--- src/rtl/txd_pkg.sv ---
// Shared constants and state type for the WimpFi transmit buffer FSMs.
package txd_pkg;

  localparam logic [7:0] PREAMBLE_BYTE = 8'h55;
  localparam logic [7:0] SFD_BYTE      = 8'hD0;

  typedef enum logic [2:0] {
    IDLE,
    PRE,
    SFD,
    FETCH,
    WAIT,
    SEND,
    DONE
  } txd_rd_state_t;

endpackage

--- src/rtl/txd_read_fsm.sv ---
// Transmit drain: preamble, SFD, then buffer payload to the serializer.
// Pulses done/buf_clear once the last payload byte is accepted.
module txd_read_fsm
  import txd_pkg::*;
#(
  parameter int ADDR_W       = 8,
  parameter int DATA_W       = 8,
  parameter int PREAMBLE_LEN = 2
) (
  input  logic              clk,
  input  logic              reset,
  input  logic              start,
  input  logic [ADDR_W-1:0] byte_count,
  output logic              ren,
  output logic [ADDR_W-1:0] r_addr,
  input  logic [DATA_W-1:0] r_data,
  output logic [DATA_W-1:0] tx_data,
  output logic              tx_valid,
  input  logic              tx_rdy,
  output logic              busy,
  output logic              done,
  output logic              buf_clear
);

  localparam int PW = (PREAMBLE_LEN > 1) ? $clog2(PREAMBLE_LEN) : 1;
  localparam logic [PW-1:0] PLAST = PW'(PREAMBLE_LEN - 1);

  txd_rd_state_t     state, state_d;
  logic [PW-1:0]     pcnt, pcnt_d;
  logic [ADDR_W-1:0] len, len_d;
  logic [ADDR_W-1:0] addr_d;
  logic [DATA_W-1:0] txq, txq_d;

  always_ff @(posedge clk) begin
    if (!reset) begin
      state  <= IDLE;
      pcnt   <= '0;
      len    <= '0;
      r_addr <= '0;
      txq    <= '0;
    end else begin
      state  <= state_d;
      pcnt   <= pcnt_d;
      len    <= len_d;
      r_addr <= addr_d;
      txq    <= txq_d;
    end
  end

  always_comb begin
    state_d   = state;
    pcnt_d    = pcnt;
    len_d     = len;
    addr_d    = r_addr;
    txq_d     = txq;
    ren       = 1'b0;
    tx_valid  = 1'b0;
    tx_data   = txq;
    done      = 1'b0;
    buf_clear = 1'b0;
    busy      = (state != IDLE);
    unique case (state)
      IDLE: begin
        if (start && byte_count != '0) begin
          len_d   = byte_count;
          pcnt_d  = '0;
          addr_d  = '0;
          state_d = PRE;
        end
      end
      PRE: begin
        tx_valid = 1'b1;
        tx_data  = DATA_W'(PREAMBLE_BYTE);
        if (tx_rdy) begin
          if (pcnt == PLAST) state_d = SFD;
          else pcnt_d = pcnt + 1'b1;
        end
      end
      SFD: begin
        tx_valid = 1'b1;
        tx_data  = DATA_W'(SFD_BYTE);
        if (tx_rdy) begin
          addr_d  = '0;
          state_d = FETCH;
        end
      end
      FETCH: begin
        ren     = 1'b1;
        state_d = WAIT;
      end
      WAIT: begin
        txq_d   = r_data;
        state_d = SEND;
      end
      SEND: begin
        tx_valid = 1'b1;
        if (tx_rdy) begin
          // len is never 0 here, so len-1 cannot underflow
          if (r_addr == len - ADDR_W'(1)) begin
            state_d = DONE;
          end else begin
            addr_d  = r_addr + 1'b1;
            state_d = FETCH;
          end
        end
      end
      DONE: begin
        done      = 1'b1;
        buf_clear = 1'b1;
        state_d   = IDLE;
      end
      default: state_d = IDLE;
    endcase
  end

endmodule

--- config.mk ---
export PLATFORM = sky130hd
export DESIGN_NAME = txd_read_fsm
export DESIGN_NICKNAME = d
export VERILOG_FILES = /design/src/rtl/txd_pkg.sv /design/src/rtl/txd_read_fsm.sv
export SDC_FILE = /design/constraint.sdc
export NUM_CORES = 1
export LEC_CHECK = 0
export CORE_MARGIN = 5
export CORE_UTILIZATION = 60
export CTS_CLUSTER_SIZE = 16
export DETAILED_ROUTE_END_ITERATION = 8
export DONT_BUFFER_PORTS = 1
export PLACE_DENSITY = 0.76
export SLEW_MARGIN = 10
export SYNTH_ARGS = -nofsm -noshare
export SYNTH_HDL_FRONTEND = slang
export SYNTH_SLANG_ARGS = --single-unit
export TNS_END_PERCENT = 50
--- constraint.sdc ---
create_clock -name clk -period 3.45 [get_ports clk]
set_input_delay 0.8625 -clock clk [delete_from_list [all_inputs] [get_ports clk]]
set_output_delay 0.8625 -clock clk [all_outputs]
set_load 0.01 [all_outputs]
==> flow_metrics.tcl <==
set metrics [dict create \
    outcome "completed" \
    yosys.area_share.simple 0.2933 \
    fmax_mhz 408.4 \
    yosysTopAreaCellShare 0.3386 \
    grt-ovfl-total 0 \
    ys_ff_latch 28 \
    p_total_w 0.0006650 \
    synthMuxAreaShare 0.04233 \
    async_flop_share 0 \
    root_buffer "clkbuf_4" \
    critical-path-top-delay-family "simple AND/OR/NAND/NOR gates" \
    rsz0062_at_grt "no" \
    n_antenna_cell 0 \
    crit_fanout 14 \
    ios 41 \
    die_w_um 62.53 \
    finalSetupTns_ps 0 \
    std_cell_rows 19 \
    routedWlPerCell_um 15.79 \
    setup_viol 0 \
    synth_fp_nets 219 \
    cpMaxStageDelayCell "nor3b_1" \
    crit_chain "nor3b_1" \
    synthMostInstantiatedCell "dfxtp_1" \
    core_sq_um 2710 \
    drv_cap 0 \
    hold_violations 0 \
    grt_usage 0.1813 \
    netlist_instances 197 \
    post_cts_resized 0 \
    combPwrFrac 0.156 \
    internal_power_w 0.0004960 \
    layout.nets 216 \
    p_clk_frac 0.322 \
    ys.warnings.count 0 \
    yosys.cell_types.count 54 \
    finClkSkew_ps 3.440 \
    synth.avg_cell_area_sq_um 8.403 \
    area_growth_pct 3.099 \
    via_per_inst 6.263 \
    synth_top_family_by_area "simple AND/OR/NAND/NOR gates" \
    tightest_slew_ps 798.6 \
    worst-setup-path-type "flop to primary output" \
    powerDensity_nw_per_um2 389.7 \
    synth-main-ff-cell "dfxtp_1" \
    synth_edf_count 0 \
    synth_common_cells "28 x dfxtp_1, 15 x nand2_1, 12 x nand3_1, 12 x nor2b_1, 11 x nor2_1" \
    multi_input_area_sq_um 1025 \
    yosys.area.top_type "dfxtp_1" \
    cp-start-kind "flop" \
    grt_pass1_vias 1344 \
    wl_um 3538 \
    max-clock-path-buffers 2 \
    cts.reportedPaths.clkPinSlew_ps 150 \
    drt_iter0_drc 55 \
    cts_inserted_buffers 3 \
    regArea_sq_um 560.5 \
    hold_class "flop to flop" \
    synth-compound-area-share 0.2101 \
    vias 1403 \
    gp_congestion 0.8360 \
    grt_pass1_wl_um 6023 \
    io_buffer_count 0 \
    timing.final.crit_share 0.7098 \
    initial_utilization 0.6108 \
    post_cts_buffers 0 \
    slowest_delay_ps 650 \
    fin_crit_ps 2449 \
    synth_area_leaders "dfxtp_1 34%, nor2b_1 4.5%, mux2i_1 4.2%" \
    crit_required_ps 2590 \
    p_switching_w 0.0001690 \
    clock_sinks 28 \
    worstSkewPairLatency_ps 330 \
    grt_max_degree 24 \
    cts_tree "done" \
    cp_num_buf_inv 0 \
    detail-route-antenna-nets 0 \
    antenna_found_initial 0 \
    die_h_um 62.53 \
    p_leak_nw 0.5810 \
    crit_arrival_ps 1590 \
    synth-adder-area-share 0.01512 \
    die_area_sq_um 3909 \
    slew_headroom 0.4647 \
    switching_share 0.2541 \
    final.fill_count 250 \
    synth.cell_area_sq_um 1655 \
    post-dp-hpwl_um 2718 \
    drive_above_1_share 0.08290 \
    critPathCaptureType "primary output" \
    dr.pass1.iters 4 \
    drc 0 \
    irDropWorstVdd_uv 394.4 \
    seqPwrFrac 0.522 \
    ys_seq_area_frac 0.3386 \
    drv_slew 0 \
    synth-xor-area-share 0.05820 \
    postCtsHoldBufs 0 \
    ctsHtreeMaxLevel 1 \
]
==> cell families (layout without fill, tap and decap cells) <==
group,Yosys count,after routing
mux,7,7
xor+xnor,11,11
buf+inv,15,11
fa+ha+maj,2,2
simple gates,84,84
flops,28,28
compound gates,50,50
==> cells in the final DEF (no fill, tap or decap), drive strengths merged, types with 3 or more instances in the layout <==
cell / count
inv: 6
xnor2: 8
or4: 4
clkbuf: 3
or2: 3
o211ai: 3
nand2: 15
nor2: 11
o21ai: 10
and3: 3
o31ai: 3
o21a: 3
mux2i: 7
nor2b: 12
and2: 4
a21boi: 10
dfxtp: 28
nand2b: 3
nor4: 3
a21oi: 10
nand4: 3
nand3: 12
xor2: 3
==> worst paths after layout <==
check,startpoint,end,slack [ps],cells after the start
hold reg to reg,len[6],len[6],500,2
hold / removal,len[6],len[6],500,2
setup / recovery,state[1],done,1000,1
setup reg to reg,state[0],r_addr[2],1070,8
==> flip-flops by register name (all words and copies together), names as in the netlist <==
register and cells:
state 3, txq 8, pcnt 1, r_addr 8, len 8
==> cell type report <==
cell class	instances	share of cell area
clock buffer	3	0.01320
clock inverter	1	0.01760
inverter	6	0.01320
multi-input combinational	154	0.6004
sequential	28	0.3284
tap	31	0.02273
timing repair buffer	1	0.004399
==> power by group through the flow <==
stage | Clock, W | Combinational [W] | Sequential, W
4_1_cts | 0.000218 | 0.000104 | 0.000347
2_1_floorplan | 0 | 0.0000938 | 0.000349
3_5_place_dp | 0 | 0.000104 | 0.000354
5_1_grt | 0.000239 | 0.000116 | 0.000350
3_3_place_gp | 0 | 0.0000990 | 0.000354
6_report | 0.000214 | 0.000103 | 0.000347
==> through the flow <==
stage	worst slack, ps	hold slack [ps]	std cells	area, sq um	util
6_report	1001	495.6	224	1707	0.6297
4_1_cts	983.8	496.1	224	1707	0.6297
3_3_place_gp	802.9	467.0	220	1654	0.6103
5_1_grt	833.4	521.0	224	1707	0.6297
3_5_place_dp	739.8	477.0	220	1654	0.6103
2_1_floorplan	1068	451.5	197	1655	-
==> tightest hold or removal path: cells and delay by family, from the launching register on <==
kind	cells	cell delay [ps]
flip-flops	1	350
AO/OA/AOI/OAI	1	60
AND/OR/NAND/NOR	1	50
==> routing by layer <==
metal	up-vias	part of all wire	GRT usage	wire length (um)
li1	699	-	-	-
met1	647	0.44	0.2277	1560
met2	52	0.46	0.2940	1644
met3	5	0.083	0.05396	294
met4	0	0.011	0.06101	38
met5	-	0	0	0
Note: power is estimated with default switching activity, not from simulation.
